[config.mk]
export PLATFORM = sky130hd
export DESIGN_NAME = gn_reset_monitor
export DESIGN_NICKNAME = d
export VERILOG_FILES = /design/src/rtl/gn_reset_pkg.sv /design/src/rtl/gn_sync_ff.sv /design/src/rtl/gn_reset_monitor.sv
export SDC_FILE = /design/constraint.sdc
export NUM_CORES = 1
export LEC_CHECK = 0
export CORE_AREA = 5 5 100 74
export DETAILED_ROUTE_END_ITERATION = 12
export DIE_AREA = 0 0 105 79
export PLACE_DENSITY = 0.78
export SLEW_MARGIN = 40
export SYNTH_ARGS = -nofsm -noshare
export SYNTH_HDL_FRONTEND = slang
export SYNTH_SLANG_ARGS = --single-unit
[constraint.sdc]
create_clock -name clk_i -period 3.9 [get_ports clk_i]
set_input_delay 0.78 -clock clk_i [delete_from_list [all_inputs] [get_ports clk_i]]
set_output_delay 0.78 -clock clk_i [all_outputs]
set_load 0.05 [all_outputs]
[src/rtl/gn_reset_pkg.sv]
// Shared types and helpers for the reset monitor: FSM state encoding and
// saturating statistics counters.
package gn_reset_pkg;

  localparam int unsigned C_STAT_W = 8;

  typedef enum logic [1:0] {
    ST_INIT,
    ST_LOW,
    ST_HIGH
  } rst_mon_state_t;

  function automatic logic [C_STAT_W-1:0] sat_inc(input logic [C_STAT_W-1:0] v);
    return (v == '1) ? v : v + C_STAT_W'(1);
  endfunction

endpackage

[src/rtl/gn_sync_ff.sv]
// Multi-flop synchroniser bringing an asynchronous level into clk_i; clears to 0 on reset.
module gn_sync_ff #(
  parameter int unsigned P_STAGES = 2
) (
  input  logic clk_i,
  input  logic rst_i,
  input  logic d_i,
  output logic q_o
);

  logic [P_STAGES-1:0] sync_q;

  always_ff @(posedge clk_i) begin
    if (rst_i) begin
      sync_q <= '0;
    end else begin
      sync_q <= {sync_q[P_STAGES-2:0], d_i};
    end
  end

  assign q_o = sync_q[P_STAGES-1];

endmodule

[src/rtl/gn_reset_monitor.sv]
// Reset monitor: synchronises and debounces an active-low reset, pulses on release,
// measures low durations and keeps assertion/glitch/short-pulse statistics.
module gn_reset_monitor
  import gn_reset_pkg::*;
#(
  parameter int unsigned P_SYNC_STAGES = 2,
  parameter int unsigned P_FILT_CYC    = 2,
  parameter int unsigned P_MIN_LOW_CYC = 8,
  parameter int unsigned P_CNT_W       = 16
) (
  input  logic                clk_i,
  input  logic                reset_i,
  input  logic                mon_reset_n_i,
  input  logic                clr_i,
  output logic                rst_active_o,
  output logic                rst_rel_o,
  output logic [P_CNT_W-1:0]  low_cycles_o,
  output logic [C_STAT_W-1:0] assert_cnt_o,
  output logic [C_STAT_W-1:0] glitch_cnt_o,
  output logic                short_err_o
);

  localparam int unsigned FcntW = $clog2(P_FILT_CYC + 1);

  logic s;

  gn_sync_ff #(
    .P_STAGES(P_SYNC_STAGES)
  ) u_sync (
    .clk_i(clk_i),
    .rst_i(reset_i),
    .d_i  (mon_reset_n_i),
    .q_o  (s)
  );

  logic               filt_q, filt_d;
  logic [FcntW-1:0]   fcnt_q, fcnt_d;
  logic               glitch;
  logic               rise, fall;
  logic [P_CNT_W-1:0] run_q, run_inc;

  rst_mon_state_t     state_q;
  logic               rst_active_q, rst_rel_q, short_err_q;
  logic [P_CNT_W-1:0] low_cycles_q;
  logic [C_STAT_W-1:0] assert_cnt_q, glitch_cnt_q;

  // A new level is accepted only after holding P_FILT_CYC cycles; an early return is a glitch.
  always_comb begin
    filt_d = filt_q;
    fcnt_d = fcnt_q;
    glitch = 1'b0;
    if (s != filt_q) begin
      if (32'(fcnt_q) + 32'd1 >= P_FILT_CYC) begin
        filt_d = s;
        fcnt_d = '0;
      end else begin
        fcnt_d = fcnt_q + FcntW'(1);
      end
    end else if (fcnt_q != '0) begin
      fcnt_d = '0;
      glitch = 1'b1;
    end
  end

  assign rise    = filt_d & ~filt_q;
  assign fall    = ~filt_d & filt_q;
  assign run_inc = (run_q == '1) ? run_q : run_q + P_CNT_W'(1);

  always_ff @(posedge clk_i) begin
    if (reset_i) begin
      filt_q       <= 1'b0;
      fcnt_q       <= '0;
      state_q      <= ST_INIT;
      run_q        <= '0;
      rst_active_q <= 1'b1;
      rst_rel_q    <= 1'b0;
      low_cycles_q <= '0;
      assert_cnt_q <= '0;
      glitch_cnt_q <= '0;
      short_err_q  <= 1'b0;
    end else begin
      filt_q       <= filt_d;
      fcnt_q       <= fcnt_d;
      rst_active_q <= ~filt_d;
      rst_rel_q    <= 1'b0;

      // Clear first so that a same-cycle update event below overrides it.
      if (clr_i) begin
        low_cycles_q <= '0;
        assert_cnt_q <= '0;
        glitch_cnt_q <= '0;
        short_err_q  <= 1'b0;
      end
      if (glitch) begin
        glitch_cnt_q <= sat_inc(clr_i ? C_STAT_W'(0) : glitch_cnt_q);
      end

      unique case (state_q)
        ST_INIT, ST_LOW: begin
          if (rise) begin
            state_q      <= ST_HIGH;
            rst_rel_q    <= 1'b1;
            low_cycles_q <= run_q;
            if (state_q == ST_LOW && run_q < P_CNT_W'(P_MIN_LOW_CYC)) begin
              short_err_q <= 1'b1;
            end
          end else begin
            run_q <= run_inc;
          end
        end
        ST_HIGH: begin
          if (fall) begin
            state_q      <= ST_LOW;
            run_q        <= P_CNT_W'(1);
            assert_cnt_q <= sat_inc(clr_i ? C_STAT_W'(0) : assert_cnt_q);
          end
        end
        default: state_q <= ST_INIT;
      endcase
    end
  end

  assign rst_active_o = rst_active_q;
  assign rst_rel_o    = rst_rel_q;
  assign low_cycles_o = low_cycles_q;
  assign assert_cnt_o = assert_cnt_q;
  assign glitch_cnt_o = glitch_cnt_q;
  assign short_err_o  = short_err_q;

endmodule
==> flow_summary.toml <==
[timing]
report.final.slew_viol_count = 0
fin_tns_setup_ns = 0
period_share = 0.674
clock.fmax_mhz = 381
timing.hold.ws_ns = 0.446
grt_setup_unrepaired = "no"
setup_viol = 0
hold_viol_final = 0
fin_crit_ns = 2.63
slew_headroom = 0.521
fin_skew_ns = 0.00664
tightest_slew_ns = 0.707
fin_ws_ns = 1.27

[clock_tree]
h-tree-depth = 3
clockBufferDepth = 2
clkSinkCount = 58
clkTransAtPathRegs_ns = 0.06
cts_resized = 0
hold_buffers = 0
cts_buffers = 9
clk_latency_ns = 0.34
clock-root-buffer = "clkbuf_8"
post_cts_buffers = 0
cts_tree = "built"

[power_and_ir_drop]
power.switching_w = 0.000288
ir_drop_mv = 0.211
p_clk_frac = 0.456
p_seq_frac = 0.490
p_int_w = 0.000951
finalPower_w = 0.00124
p_per_area_nw_per_um2 = 360
leakage_nw = 1.23
switching_share = 0.233
combPwrFrac = 0.054

[global_routing]
antenna_found_initial = 0
grt_start_max_net_pins = 22
grt_pass1_vias = 2326
grt_first_pass_wirelength_um = 11200
grt_usage = 0.165
grt_overflow = 0

[floorplanning]
dieArea_um2 = 8300
boundaryPins = 39
fp-row-count = 25
core_area_um2 = 6440
die_h_um = 79
start_util = 0.432
die_w_um = 105

[finish]
nFillCells = 592
fin_nets = 352
antenna_cells = 0
fin_area_um2 = 3440
area_growth_pct = 23.7
seqCellArea_um2 = 1160
multi_input_area_um2 = 1510
drive_gt1_frac = 0.101

[logic_synthesis]
synthFlopType = "dfxtp_1"
synth-simple-area-share = 0.265
yosysWarnings = 0
synthesis.nets = 313
ys_ff_latch = 58
synth-seq-area-share = 0.417
synth_mux_area_frac = 0.0513
syn_avg_cell_area_um2 = 9.15
synth_cell_types = 55
syn_inst = 304
async_flop_share = 0
synthAdderAreaFrac = 0.0225
synth-xor-area-share = 0.00629
syn_area_um2 = 2780
synth_compound_area_frac = 0.194
synth_edf_count = 0
synth_top_family_by_area = "simple AND/OR/NAND/NOR gates"

[place]
place.gp.congestion = 0.885
dp_slack_ns = 0.931
dpl_cell_area_um2 = 3240
portBuffers = 38
place_hpwl_um = 4580

[critical_path]
path_class = "in2reg"
crit_path_start = "clr_i"
cp.depth = 7
critPathLaunchType = "input pin"
worst-path-max-fanout = 8
setup.worst_path.end = "glitch_cnt_o[2]"
crit-reg2reg-launch = "fcnt_q[0]"
cpLargestDelayFamily = "compound AO/OA/AOI/OAI gates"
cp-end-kind = "register"
worstPathRequired_ns = 4.13
r2r_end = "assert_cnt_o[7]"
crit_buf_inv = 1
cpPeakStageDelay_ns = 0.59
arrival_ns = 2.86
slowest_stage = "a311oi_2"
r2r_slack_ns = 1.65
path_cells = "clkdlybuf4s50_1 -> nor2b_1 -> ha_1 -> and3b_1 -> a311oi_2 -> a21oi_1 -> o21a_1"
worstRegToRegCells = 6

[detailed_routing]
finalWirelength_um = 6540
drt_first_iter_violations = 210
wl_per_cell_um = 15.2
drc = 0
routed_via_density = 5.70
dr.pass1.iters = 4
detail-route-antenna-nets = 0
num_vias = 2447

[flow_run]
maxCapViolations = 0

[worst_hold_path]
hold_path_class = "reg2reg"

[outcome]
status = "completed"
==> synthesized netlist by cell type, types with 2 or more instances <==
library cell / count / area, µm²
a211oi_1: 8 / 60.1
a21oi_1: 19 / 95.1
a22o_1: 16 / 140
a311oi_1: 2 / 17.5
and2_1: 5 / 31.3
and3_1: 5 / 31.3
and3b_1: 2 / 17.5
and4_1: 2 / 17.5
buf_2: 4 / 20.0
buf_4: 2 / 15.0
clkbuf_1: 9 / 33.8
dfxtp_1: 58 / 1160
ha_1: 5 / 62.6
inv_1: 11 / 41.3
mux2_2: 2 / 22.5
mux2i_1: 12 / 120
nand2_1: 29 / 109
nand2b_1: 12 / 75.1
nand3_1: 9 / 45.0
nand3b_1: 3 / 22.5
nand4_1: 7 / 43.8
nor2_1: 9 / 33.8
nor2b_1: 10 / 62.6
nor3_1: 5 / 25.0
nor4_1: 6 / 37.5
nor4b_1: 3 / 26.3
o21a_1: 2 / 15.0
o21ai_0: 8 / 40.0
o311ai_0: 2 / 17.5
o31ai_1: 4 / 30.0
or3_1: 5 / 31.3
or4_1: 5 / 37.5
==> cell families after synthesis <==
logic type	count (synthesis)
adders and majority gates	5
DFF	58
AOI/OAI and AO/OA	74
buffers and inverters	27
xor gates and xnor gates	2
and+or+nand+nor	124
muxes	14
==> area by class of cell <==
| class | instances | share of cell area |
|---|---|---|
| Clock buffer | 11 | 0.0440 |
| Clock inverter | 5 | 0.0153 |
| Inverter | 11 | 0.0120 |
| Multi-Input combinational cell | 219 | 0.438 |
| Sequential cell | 58 | 0.337 |
| Tap cell | 81 | 0.0294 |
| Timing Repair Buffer | 44 | 0.124 |
==> state kept, by name, summed over array words and instances, names as in the netlist, 2 cells and up <==
register / cells
low_cycles_o: 16
run_q: 16
assert_cnt_o: 8
glitch_cnt_o: 8
fcnt_q: 2
state_q: 2
u_sync.sync_q: 2
==> worst min path at each step <==
stage                           startpoint               end  slack [ns]  cells past startpoint
after floorplan           u_sync.sync_q[0]  u_sync.sync_q[1]        0.41                      1
after global placement         short_err_o       short_err_o        0.43                      2
after detailed placement       short_err_o       short_err_o        0.45                      2
after CTS                      short_err_o       short_err_o        0.46                      2
after global routing      u_sync.sync_q[0]  u_sync.sync_q[1]        0.47                      1
final                     u_sync.sync_q[0]  u_sync.sync_q[1]        0.45                      1
==> layer usage <==
metal	vias to the layer above	share of wire	GRT usage
li1	1210	-	-
met1	1161	0.49	0.222
met2	65	0.43	0.238
met3	11	0.060	0.0577
met4	0	0.017	0.0690
met5	-	0	0
==> metrics by stage <==
stage                     std cells  utilization
after floorplan                 304            -
after global placement          413        0.501
after detailed placement        413        0.503
after CTS                       429        0.534
after global routing            429        0.534
final                           429        0.534
==> worst register-to-register path, stage by stage, from the launching register on <==
cell and delay (ns):
dfxtp_1 0.33, inv_1 0.06, ha_1 0.30, nand4bb_4 0.28, or4_4 0.58, o32a_1 0.37
a311oi_1 0.24
==> power by group through the flow <==
stage	Sequential [W]	Clock [W]	Combinational [W]
CTS	0.000607	0.000574	0.0000668
finish	0.000607	0.000566	0.0000664
global placement	0.000620	0	0.0000640
global route	0.000608	0.000607	0.0000736
floorplan	0.000621	0	0.0000477
detailed placement	0.000620	0	0.0000664
==> cell usage in the layout (no fill, tap or decap), types with 6 or more instances in the layout <==
master	count
a211oi_1	8
a21oi_1	19
a22o_1	16
buf_4	6
clkbuf_8	11
clkdlybuf4s50_1	38
dfxtp_1	58
inv_1	11
mux2i_1	12
nand2_1	29
nand2b_1	12
nand3_1	9
nand4_1	7
nor2_1	9
nor2b_1	10
nor4_1	6
o21ai_0	8
(Power assumes the default switching activity.)
